===== config.mk =====
export PLATFORM = sky130hd
export DESIGN_NAME = sample_loader
export DESIGN_NICKNAME = d
export VERILOG_FILES = /design/src/rtl/sample_loader.sv
export SDC_FILE = /design/constraint.sdc
export NUM_CORES = 2
export LEC_CHECK = 0
export BUFFER_PORTS_ARGS = -buffer_cell sky130_fd_sc_hd__buf_2
export CAP_MARGIN = 20
export CORE_MARGIN = 4
export CORE_UTILIZATION = 50
export DETAILED_ROUTE_END_ITERATION = 8
export PLACE_DENSITY = 0.71
export SLEW_MARGIN = 10
export SYNTH_ARGS = -nofsm -noshare
export SYNTH_HDL_FRONTEND = slang
export SYNTH_SLANG_ARGS = --single-unit

===== constraint.sdc =====
create_clock -name clk -period 4.8 [get_ports clk]
set_input_delay 0.24 -clock clk [delete_from_list [all_inputs] [get_ports clk]]
set_output_delay 0.24 -clock clk [all_outputs]
set_load 0.05 [all_outputs]

===== src/rtl/sample_loader.sv =====
// ---------------------------------------------------------------------------
// sample_loader
//
// Double-buffered sample assembler feeding the neuron layer. Q8.8 words
// arrive one per cycle on a valid/ready stream: N feature beats followed by
// one label beat (flagged with s_last). A completed sample is held in a
// shadow buffer until the active buffer is free. The shadow is then copied
// to the active buffer, which drives the parallel x / y_true bus. The
// consumer frees the active buffer with a single-cycle consume pulse.
//
// Ports:
//   clk         rising-edge clock
//   rst_n       asynchronous active-low reset
//   s_valid     input beat valid
//   s_ready     loader can accept a beat (registered)
//   s_data      feature or label word (signed Q8.8)
//   s_last      marks the label beat (beat index N)
//   x           active sample features, x[i] is beat i
//   y_true      active sample label
//   x_valid     x / y_true hold a valid sample
//   consume     single-cycle release of the active sample
//   err         sticky framing error (short or long sample)
//   sample_cnt  samples committed to the active buffer (wraps)
//
// Build option:
//   XLOAD_CLAMP_EN  when defined, feature beats are saturated on capture to
//                   [-CLAMP, +CLAMP] (signed). The label is never clamped.
// ---------------------------------------------------------------------------
module sample_loader #(
    parameter int                N     = 30,
    parameter int                BITS  = 16,
    parameter logic [BITS-1:0]   CLAMP = 16'h04_00
) (
    input  logic                      clk,
    input  logic                      rst_n,
    input  logic                      s_valid,
    output logic                      s_ready,
    input  logic [BITS-1:0]           s_data,
    input  logic                      s_last,
    output logic [N-1:0][BITS-1:0]    x,
    output logic [BITS-1:0]           y_true,
    output logic                      x_valid,
    input  logic                      consume,
    output logic                      err,
    output logic [15:0]               sample_cnt
);

    localparam int                IDX_W    = $clog2(N + 1);
    localparam logic [IDX_W-1:0]  IDX_LAST = IDX_W'(N);

    localparam logic [0:0] ST_FILL = 1'b0;
    localparam logic [0:0] ST_FULL = 1'b1;

`ifdef XLOAD_CLAMP_EN
    localparam bit CLAMP_ON = 1'b1;
`else
    localparam bit CLAMP_ON = 1'b0;
`endif

    // Signed saturation of a feature word to [-CLAMP, +CLAMP].
    function automatic logic [BITS-1:0] sat_feature(input logic [BITS-1:0] w);
        logic signed [BITS-1:0] v;
        logic signed [BITS-1:0] hi;
        logic signed [BITS-1:0] lo;
        v  = signed'(w);
        hi = signed'(CLAMP);
        lo = -hi;
        if (CLAMP_ON && (v > hi)) begin
            return hi;
        end else if (CLAMP_ON && (v < lo)) begin
            return lo;
        end
        return w;
    endfunction

    logic [0:0]                 state_q,    state_d;
    logic [IDX_W-1:0]           idx_q,      idx_d;
    logic [N-1:0][BITS-1:0]     shadow_x_q, shadow_x_d;
    logic [BITS-1:0]            shadow_y_q, shadow_y_d;
    logic [N-1:0][BITS-1:0]     act_x_q,    act_x_d;
    logic [BITS-1:0]            act_y_q,    act_y_d;
    logic                       x_valid_q,  x_valid_d;
    logic                       s_ready_q,  s_ready_d;
    logic                       err_q,      err_d;
    logic [15:0]                cnt_q,      cnt_d;

    logic                       accept;
    logic                       xfer;

    always_comb begin
        state_d    = state_q;
        idx_d      = idx_q;
        shadow_x_d = shadow_x_q;
        shadow_y_d = shadow_y_q;
        act_x_d    = act_x_q;
        act_y_d    = act_y_q;
        x_valid_d  = x_valid_q;
        err_d      = err_q;
        cnt_d      = cnt_q;
        xfer       = 1'b0;
        accept     = s_valid & s_ready_q;

        case (state_q)
            ST_FILL: begin
                if (accept) begin
                    if (idx_q != IDX_LAST) begin
                        if (s_last) begin
                            // Short sample: drop the partial shadow.
                            err_d = 1'b1;
                            idx_d = '0;
                        end else begin
                            shadow_x_d[idx_q] = sat_feature(s_data);
                            idx_d             = idx_q + IDX_W'(1);
                        end
                    end else begin
                        idx_d = '0;
                        if (!s_last) begin
                            // Long sample: the extra beat is swallowed.
                            err_d = 1'b1;
                        end else if (!x_valid_q || consume) begin
                            // Label goes straight to the active side; it
                            // never needs to land in the shadow first.
                            act_x_d = shadow_x_q;
                            act_y_d = s_data;
                            xfer    = 1'b1;
                        end else begin
                            shadow_y_d = s_data;
                            state_d    = ST_FULL;
                        end
                    end
                end
            end
            ST_FULL: begin
                if (!x_valid_q || consume) begin
                    act_x_d = shadow_x_q;
                    act_y_d = shadow_y_q;
                    xfer    = 1'b1;
                    state_d = ST_FILL;
                end
            end
            default: begin
                state_d = ST_FILL;
            end
        endcase

        if (xfer) begin
            x_valid_d = 1'b1;
            cnt_d     = cnt_q + 16'd1;
        end else if (consume) begin
            x_valid_d = 1'b0;
        end

        // Ready is registered, so it looks at where the FSM is heading.
        s_ready_d = (state_d == ST_FILL);
    end

    always_ff @(posedge clk or negedge rst_n) begin
        if (!rst_n) begin
            state_q    <= ST_FILL;
            idx_q      <= '0;
            shadow_x_q <= '0;
            shadow_y_q <= '0;
            act_x_q    <= '0;
            act_y_q    <= '0;
            x_valid_q  <= 1'b0;
            s_ready_q  <= 1'b0;
            err_q      <= 1'b0;
            cnt_q      <= '0;
        end else begin
            state_q    <= state_d;
            idx_q      <= idx_d;
            shadow_x_q <= shadow_x_d;
            shadow_y_q <= shadow_y_d;
            act_x_q    <= act_x_d;
            act_y_q    <= act_y_d;
            x_valid_q  <= x_valid_d;
            s_ready_q  <= s_ready_d;
            err_q      <= err_d;
            cnt_q      <= cnt_d;
        end
    end

    assign s_ready    = s_ready_q;
    assign x          = act_x_q;
    assign y_true     = act_y_q;
    assign x_valid    = x_valid_q;
    assign err        = err_q;
    assign sample_cnt = cnt_q;

endmodule


==> flow_metrics.tcl <==
set metrics [dict create \
    cts_resized 0 \
    peakVddDrop_mv 0.2787 \
    placed_area_mm2 0.04236 \
    gp_congestion 0.8004 \
    placementRows 101 \
    via_count 25880 \
    antenna_found_initial 5 \
    synth_nets 3370 \
    async_flop_share_pct 100.0 \
    worstPathRequired_ns 5.33 \
    nets 3855 \
    yosys.area.top_type_share_pct 65.51 \
    synthTopCellsByArea "dfrtp_1, nand2_1, mux2_2" \
    numCtsBuffers 101 \
    synth_area_per_cell_um2 11.62 \
    critPathArrivalTime_ns 3.57 \
    grt_usage_pct 25.44 \
    crit_path_start_kind "register" \
    clock_latency_ns 0.66 \
    rrSetupSlack_ns 1.75 \
    synth_common_cells "nand2_1, dfrtp_1, mux2_2" \
    finalSetupTns_ns 0 \
    ys_types 51 \
    synthToLayoutAreaGrowth_pct 17.86 \
    wirelength_um 104500 \
    ys_seq_area_share_pct 65.51 \
    h-tree-depth 3 \
    p_leak_nw 26.29 \
    die_y_um 286.7 \
    clockBufferDepth 3 \
    wl_per_cell_um 21.13 \
    reg2reg_from "state_q" \
    finalCritPeriodShare_pct 63.51 \
    whs_endpoint "x_valid" \
    via_per_inst 5.235 \
    drive_above_1_share_pct 32.15 \
    cts_sinks 1017 \
    place_ws_ns 1.714 \
    worstRegToRegCells 4 \
    fin_cells 4944 \
    globalRouteOverflowTotal 0 \
    synth_ff_type "dfrtp_1" \
    die-area_mm2 0.08222 \
    synth_top_area_cell "dfrtp_1" \
    max-cap-violations 0 \
    synth_edf_count 0 \
    initial_utilization_pct 50.81 \
    hp-start "consume" \
    critical_path_class "register to register" \
    drc 0 \
    max_slew_margin_pct 24.86 \
    r2r-end "shadow_x_q[402]" \
    grt_pass1_vias 26090 \
    firstDrtPassIters 5 \
    antenna_left 0 \
    port_buffers 535 \
    grt_pass1_wl_um 160000 \
    status "finished clean" \
    fin_skew_ns 0.03381 \
    netlist_instances 3344 \
    fin_crit_ns 3.048 \
    power.total_w 0.01776 \
    fmax_ghz 0.3280 \
    dp_cells 4754 \
    rsz0062_at_grt "no" \
    drv_slew 0 \
    path_max_fanout 23 \
    coreArea_mm2 0.07645 \
    finalHoldViolCount 0 \
    ys_ff_latch 1017 \
    tightestPinTransition_ns 1.127 \
    ys_warn_count 0 \
    yosysMostFrequentCell "nand2_1" \
    whs_path_depth 3 \
    grt_max_degree 177 \
    setup_slack_ns 1.752 \
    finalSetupViolCount 0 \
    final_area_mm2 0.04579 \
    endpoint_kind "register" \
    p_per_area_mw_per_mm2 387.8 \
    clkTransAtPathRegs_ns 0.06 \
    die_x_um 286.7 \
    hold_path_class "input port to register" \
    cts_tree "yes" \
    place_hpwl_um 62490 \
    drt_iter0_drc 1928 \
    ioPinCount 536 \
    synthesis.area_mm2 0.03885 \
    root_buffer "clkbuf_16" \
]
## worst max-delay path, cell delays in order (launching register included)
cell and delay [ns]:
dfrtp_1 0.77, nand3b_2 0.53, nor4b_4 0.45, nor2b_2 0.77, mux2_2 0.41
## cell type report
type                    instances  area [µm²]
clock buffers                 145        2863
clock inverters                42       543.0
well taps                    1030        1289
repair buffers                586        3226
fillers                      6153       30660
inverters                       5       18.77
multi-input cells            2118       12400
flip-flops and latches       1017       25450
diodes                          1       2.502
## repair_timing
action	CTS	global route
buffers inserted	0	0
endpoints found under the hold margin	77	0
hold buffers	2	0
## cells by family after synthesis
logic type	count (synthesis)	share of synthesized area [%]
AND/OR/NAND/NOR	1553	16.06
flip-flops	1017	65.51
multiplexers	512	14.79
buffers and inverters	209	2.602
AO/OA/AOI/OAI	32	0.5153
XOR/XNOR	16	0.3607
adder cells (fa/ha/maj)	5	0.1610
## cell usage in the layout, fill, tap and decap left out, drive strengths merged, types with 2 or more instances in the layout
master,n
nand2,1484
dfrtp,1017
buf,584
mux2,496
clkbuf,145
clkinv,29
o21ai,21
mux2i,16
nand3,13
nor2,11
xor2,10
nor3,9
bufinv,8
inv,8
nand2b,6
xnor2,6
ha,5
nor2b,5
nor4,5
and3,4
nand4,4
nor3b,3
and4,2
o31ai,2
clkinvlp,2
dlygate4sd3,2
a41oi,2
## registers in the layout, indices dropped and copies added (netlist names)
name,cells
y_true,16
idx_q,5
s_ready,1
shadow_y_q,16
sample_cnt,16
state_q,1
shadow_x_q,480
x_valid,1
x,480
err,1
## worst max-delay path by stage
stage,slack [ns],start,to,depth (start not counted)
CTS,1.71,state_q,shadow_x_q[402],4
finish,1.75,state_q,shadow_x_q[402],4
detailed placement,1.71,state_q,shadow_x_q[400],4
floorplan,2.51,s_ready,shadow_x_q[405],6
global route,1.59,state_q,shadow_x_q[402],4
global placement,1.79,state_q,shadow_x_q[401],4
## power breakdown
part / internal (W) / switching [W]
clock network: 0.00462 / 0.00338
registers: 0.00888 / 0.000160
logic: 0.000283 / 0.000432
## routing by layer
metal	up-vias	global-route usage, %	wire (µm)
met5	-	0	13
met2	760	40.64	49350
met3	179	4.599	6242
li1	11670	-	-
met4	2	8.530	3491
met1	13270	35.64	45380
## metrics by stage
| step | hold WS, ns | utilization, % |
|---|---|---|
| finish | 0.05235 | 59.89 |
| global route | 0.06471 | 59.89 |
| CTS | 0.02055 | 59.89 |
| detailed placement | 0.3880 | 55.41 |
| global placement | 0.3724 | 55.41 |
| floorplan | -0.05559 | - |
No activity file was read; power rests on OpenSTA's default activity.
